--- config.mk ---
export PLATFORM = sky130hd
export DESIGN_NAME = up_down_counter_mod
export DESIGN_NICKNAME = d
export VERILOG_FILES = /design/src/rtl/up_down_counter_mod.sv
export SDC_FILE = /design/constraint.sdc
export NUM_CORES = 1
export LEC_CHECK = 0
export ABC_AREA = 1
export BUFFER_PORTS_ARGS = -buffer_cell sky130_fd_sc_hd__buf_2
export CORE_AREA = 8 8 45 47
export CTS_BUF_LIST = sky130_fd_sc_hd__clkbuf_2
export DETAILED_ROUTE_END_ITERATION = 6
export DIE_AREA = 0 0 53 55
export PLACE_DENSITY = 0.52
export SLEW_MARGIN = 20
export SYNTH_ARGS = -nofsm -noshare
export SYNTH_HDL_FRONTEND = slang
export SYNTH_SLANG_ARGS = --single-unit
export TNS_END_PERCENT = 100
--- constraint.sdc ---
create_clock -name clk -period 2.07 [get_ports clk]
set_input_delay 0.3105 -clock clk [delete_from_list [all_inputs] [get_ports clk]]
set_output_delay 0.3105 -clock clk [all_outputs]
set_load 0.01 [all_outputs]
--- src/rtl/up_down_counter_mod.sv ---
// Registered modulo-N up/down counter with enable, clamped parallel load and terminal-count pulse.
// Optional build macro UDC_SATURATE_EN: boundary steps saturate at 0/MAX_VAL instead of wrapping.
module up_down_counter_mod #(
  parameter int WIDTH     = 3,
  parameter int MAX_VAL   = 2**WIDTH-1,
  parameter int RESET_VAL = 0
) (
  input  logic             clk,
  input  logic             rst,
  input  logic             en,
  input  logic             u_d,
  input  logic             load,
  input  logic [WIDTH-1:0] load_val,
  output logic [WIDTH-1:0] q,
  output logic             tc,
  output logic             at_zero,
  output logic             at_max
);

  generate
    if (WIDTH < 1 || MAX_VAL < 0 || MAX_VAL >= 2**WIDTH || RESET_VAL < 0 || RESET_VAL > MAX_VAL) begin : g_param_err
      $fatal(1, "up_down_counter_mod: illegal parameters WIDTH=%0d MAX_VAL=%0d RESET_VAL=%0d",
             WIDTH, MAX_VAL, RESET_VAL);
    end
  endgenerate

  localparam logic [WIDTH-1:0] MAX_Q  = MAX_VAL[WIDTH-1:0];
  localparam logic [WIDTH-1:0] RST_Q  = RESET_VAL[WIDTH-1:0];
  localparam logic [WIDTH-1:0] ZERO_Q = '0;
  localparam logic [WIDTH-1:0] ONE_Q  = WIDTH'(1);

`ifdef UDC_SATURATE_EN
  localparam bit SATURATE = 1'b1;
`else
  localparam bit SATURATE = 1'b0;
`endif

  // Loaded values above the modulus are pinned to the top count.
  function automatic logic [WIDTH-1:0] clamp_load(input logic [WIDTH-1:0] v);
    return (v > MAX_Q) ? MAX_Q : v;
  endfunction

  // Value taken on a blocked step: stay put when saturating, otherwise wrap around.
  function automatic logic [WIDTH-1:0] bound_val(input logic [WIDTH-1:0] cur,
                                                 input logic [WIDTH-1:0] wrap_to);
    return SATURATE ? cur : wrap_to;
  endfunction

  logic [WIDTH-1:0] q_nxt;
  logic             tc_nxt;

  always_comb begin
    q_nxt  = q;
    tc_nxt = 1'b0;
    if (load) begin
      q_nxt = clamp_load(load_val);
    end else if (en) begin
      if (u_d) begin
        if (q == MAX_Q) begin
          tc_nxt = 1'b1;
          q_nxt  = bound_val(q, ZERO_Q);
        end else begin
          q_nxt = q + ONE_Q;
        end
      end else begin
        if (q == ZERO_Q) begin
          tc_nxt = 1'b1;
          q_nxt  = bound_val(q, MAX_Q);
        end else begin
          q_nxt = q - ONE_Q;
        end
      end
    end
  end

  // Output register stage: flags are decoded from q_nxt so they track q on the same edge.
  always_ff @(posedge clk or posedge rst) begin
    if (rst) begin
      q       <= RST_Q;
      tc      <= 1'b0;
      at_zero <= (RST_Q == ZERO_Q);
      at_max  <= (RST_Q == MAX_Q);
    end else begin
      q       <= q_nxt;
      tc      <= tc_nxt;
      at_zero <= (q_nxt == ZERO_Q);
      at_max  <= (q_nxt == MAX_Q);
    end
  end

endmodule

==> results.yml <==
critical_path:
  cp-end-kind: "flop"
  worstRegToRegCells: 9
  crit_slowest_cell: "dfrtp_1"
  worst-setup-path-type: "reg -> reg"
  worstPathArrival_ns: 1.62
  cp.required_ns: 2.24
  path_cells: "ha_1 -> ha_1 -> nand2_2 -> nand2_2 -> nor2_2 -> nand2_2 -> a21oi_4 -> nand2_1 -> nor2_1"
  worstPathMaxFanout: 5
  start_kind: "flop"
  slowest_delay_ns: 0.42
  cpMostUsedCell: "nand2_2"
final_layout:
  area_growth_pct: 26.4
  diodes: 0
  drive_above_1_share: 0.427
  fin_nets: 88
  final_util: 0.399
power:
  sequentialPowerShare: 0.404
  p_sw_mw: 0.119
  clkPwrFrac: 0.279
  swShare: 0.347
  ir_drop_v: 0.000333
  power_frac_comb: 0.317
  p_int_mw: 0.224
  p_leak_nw: 0.304
  power_density_nw_per_um2: 623
floorplan:
  coreArea_um2: 1380
  die_w_um: 53
  fp.dieH_um: 55
  pin_count: 14
  start_util: 0.316
  placementRows: 14
  die_area_um2: 2920
timing:
  slew_viol_final: 0
  finalSetupViolCount: 0
  period_share: 0.702
  fmaxAchievable_mhz: 688
  min_period_ns: 1.45
  rsz0062_at_grt: "no"
  worst_slew_pin_slew_ns: 0.231
  layout_setup_ws_ns: 0.617
  setup-tns-final_ns: 0
  final.setup_skew_ns: 0.0135
  hold_violations: 0
  slew_headroom: 0.846
clocking:
  htree_levels: 1
  cts_made_buffers: 3
  clk_pin_slew_ns: 0.07
  cts-root-buf: "clkbuf_2"
  cts.sinks: 6
  ctsResizeCount: 0
  tritoncts: "yes"
  insertion_delay_ns: 0.23
  clk_path_buf_depth: 2
place:
  post-place-ws_ns: 0.609
  place.gp.congestion: 0.708
  dp_hpwl_um: 810
  port_buffers: 13
global_routing:
  overflow: 0
  antenna_found_initial: 0
  track_usage: 0.0762
  grt_pass1_wl_mm: 1.65
  grt_pass1_vias: 408
  grt_max_degree: 7
hold_path:
  hp-class: "in -> reg"
  holdPathStages: 2
logic_synthesis:
  ys_types: 16
  ys_ff_latch: 6
  postSynthCellCount: 57
  syn_nets: 69
  netlist_area_um2: 437
  postSynthAreaPerCell_um2: 7.66
  ys_warn_count: 0
  yosysSeqAreaShare: 0.347
detailed_routing:
  vias: 387
  initialDrtViolationCount: 4
  vias_per_cell: 4.25
  drc_errors: 0
  wire_per_inst_um: 10.4
  antenna_left: 0
  wl_um: 949
  firstDrtPassIters: 3
outcome:
  status: "finished, final reports clean"
flow_run:
  drv_cap: 0
[Yosys cell counts]
cell type   n  area [µm²]
nand2_1    11        41.3
inv_1       8        30.0
nor2_1      6        22.5
dfrtp_1     5         125
a21oi_1     4        20.0
ha_1        4        50.1
nand2_2     4        25.0
inv_2       3        11.3
nor2_2      3        18.8
a21oi_2     2        17.5
o21ai_0     2        10.0
a211oi_1    1        7.51
a21oi_4     1        16.3
dfstp_2     1        26.3
nand3_1     1        5.00
nand3_2     1        10.0
[cells by family (layout without fill, tap and decap cells)]
kind of cell    Yosys count  count (layout)  share of synthesized area
compound gates           10              10                      0.163
fa+ha+maj                 4               4                      0.115
buf+inv                  11              29                     0.0946
flops                     6               6                      0.347
simple gates             26              26                      0.281
[timing repair]
| item | CTS | global route |
|---|---|---|
| hold endpoints to repair | 5 | 0 |
| hold buffers | 1 | 0 |
| setup buffers | 0 | 0 |
| setup endpoints to repair | 0 | 0 |
[cell usage in the layout, fill, tap and decap left out, drive strengths merged]
cell,instances
nand2,15
buf,13
inv,11
nor2,9
a21oi,7
dfrtp,5
ha,4
clkbuf,4
o21ai,2
nand3,2
a211oi,1
dfstp,1
dlygate4sd3,1
[power groups by stage]
stage          clock network, mW  logic [mW]  registers [mW]
2_1_floorplan                  0      0.0704           0.145
3_3_place_gp                   0       0.109           0.140
3_5_place_dp                   0       0.109           0.141
4_1_cts                    0.101       0.111           0.139
5_1_grt                    0.112       0.125           0.141
6_report                  0.0959       0.109           0.139
[final timing paths]
kind                                 from                end  slack (ns)
max                        q[0]$_DFF_PP0_   at_max$_DFF_PP0_        0.62
min                                  load       tc$_DFF_PP0_        0.34
max reg2reg                q[0]$_DFF_PP0_   at_max$_DFF_PP0_        0.62
min reg2reg                q[0]$_DFF_PP0_     q[0]$_DFF_PP0_        0.66
max in group asynchronous             rst  at_zero$_DFF_PP1_        1.28
min in group asynchronous             rst   at_max$_DFF_PP0_        0.52
[worst max-delay path, delay by kind of cell, from the launching register on]
kind,cells,cell delay (ns)
compound gates,1,0.13
fa+ha+maj,2,0.41
flops,1,0.42
simple gates,6,0.44
[registers in the layout, indices dropped and copies added, names as in the netlist]
| signal | flops |
|---|---|
| tc | 1 |
| at_max | 1 |
| q | 3 |
| at_zero | 1 |
[through the flow]
step,hold slack [ns],std cells,power [mW],cell area [µm²]
3_5_place_dp,0.231,86,0.251,522
5_1_grt,0.326,91,0.378,552
6_report,0.339,91,0.344,552
3_3_place_gp,0.233,86,0.249,522
4_1_cts,0.332,91,0.351,552
2_1_floorplan,0.101,57,0.216,437
[routing by layer]
metal  track usage  vias to the layer above  share of wire
met4        0.0129                        0              0
met5             0                        -              0
met2         0.119                       13           0.47
met3        0.0428                        0          0.093
li1              -                      213              -
met1        0.0905                      161           0.44
[layout make-up]
type,instances,area [µm²]
repair buffers,14,75.1
well taps,16,20.0
inverters,11,41.3
clock buffers,4,20.0
flip-flops and latches,6,151
fillers,150,832
multi-input cells,40,244
Power figures use the tool's default switching activity.
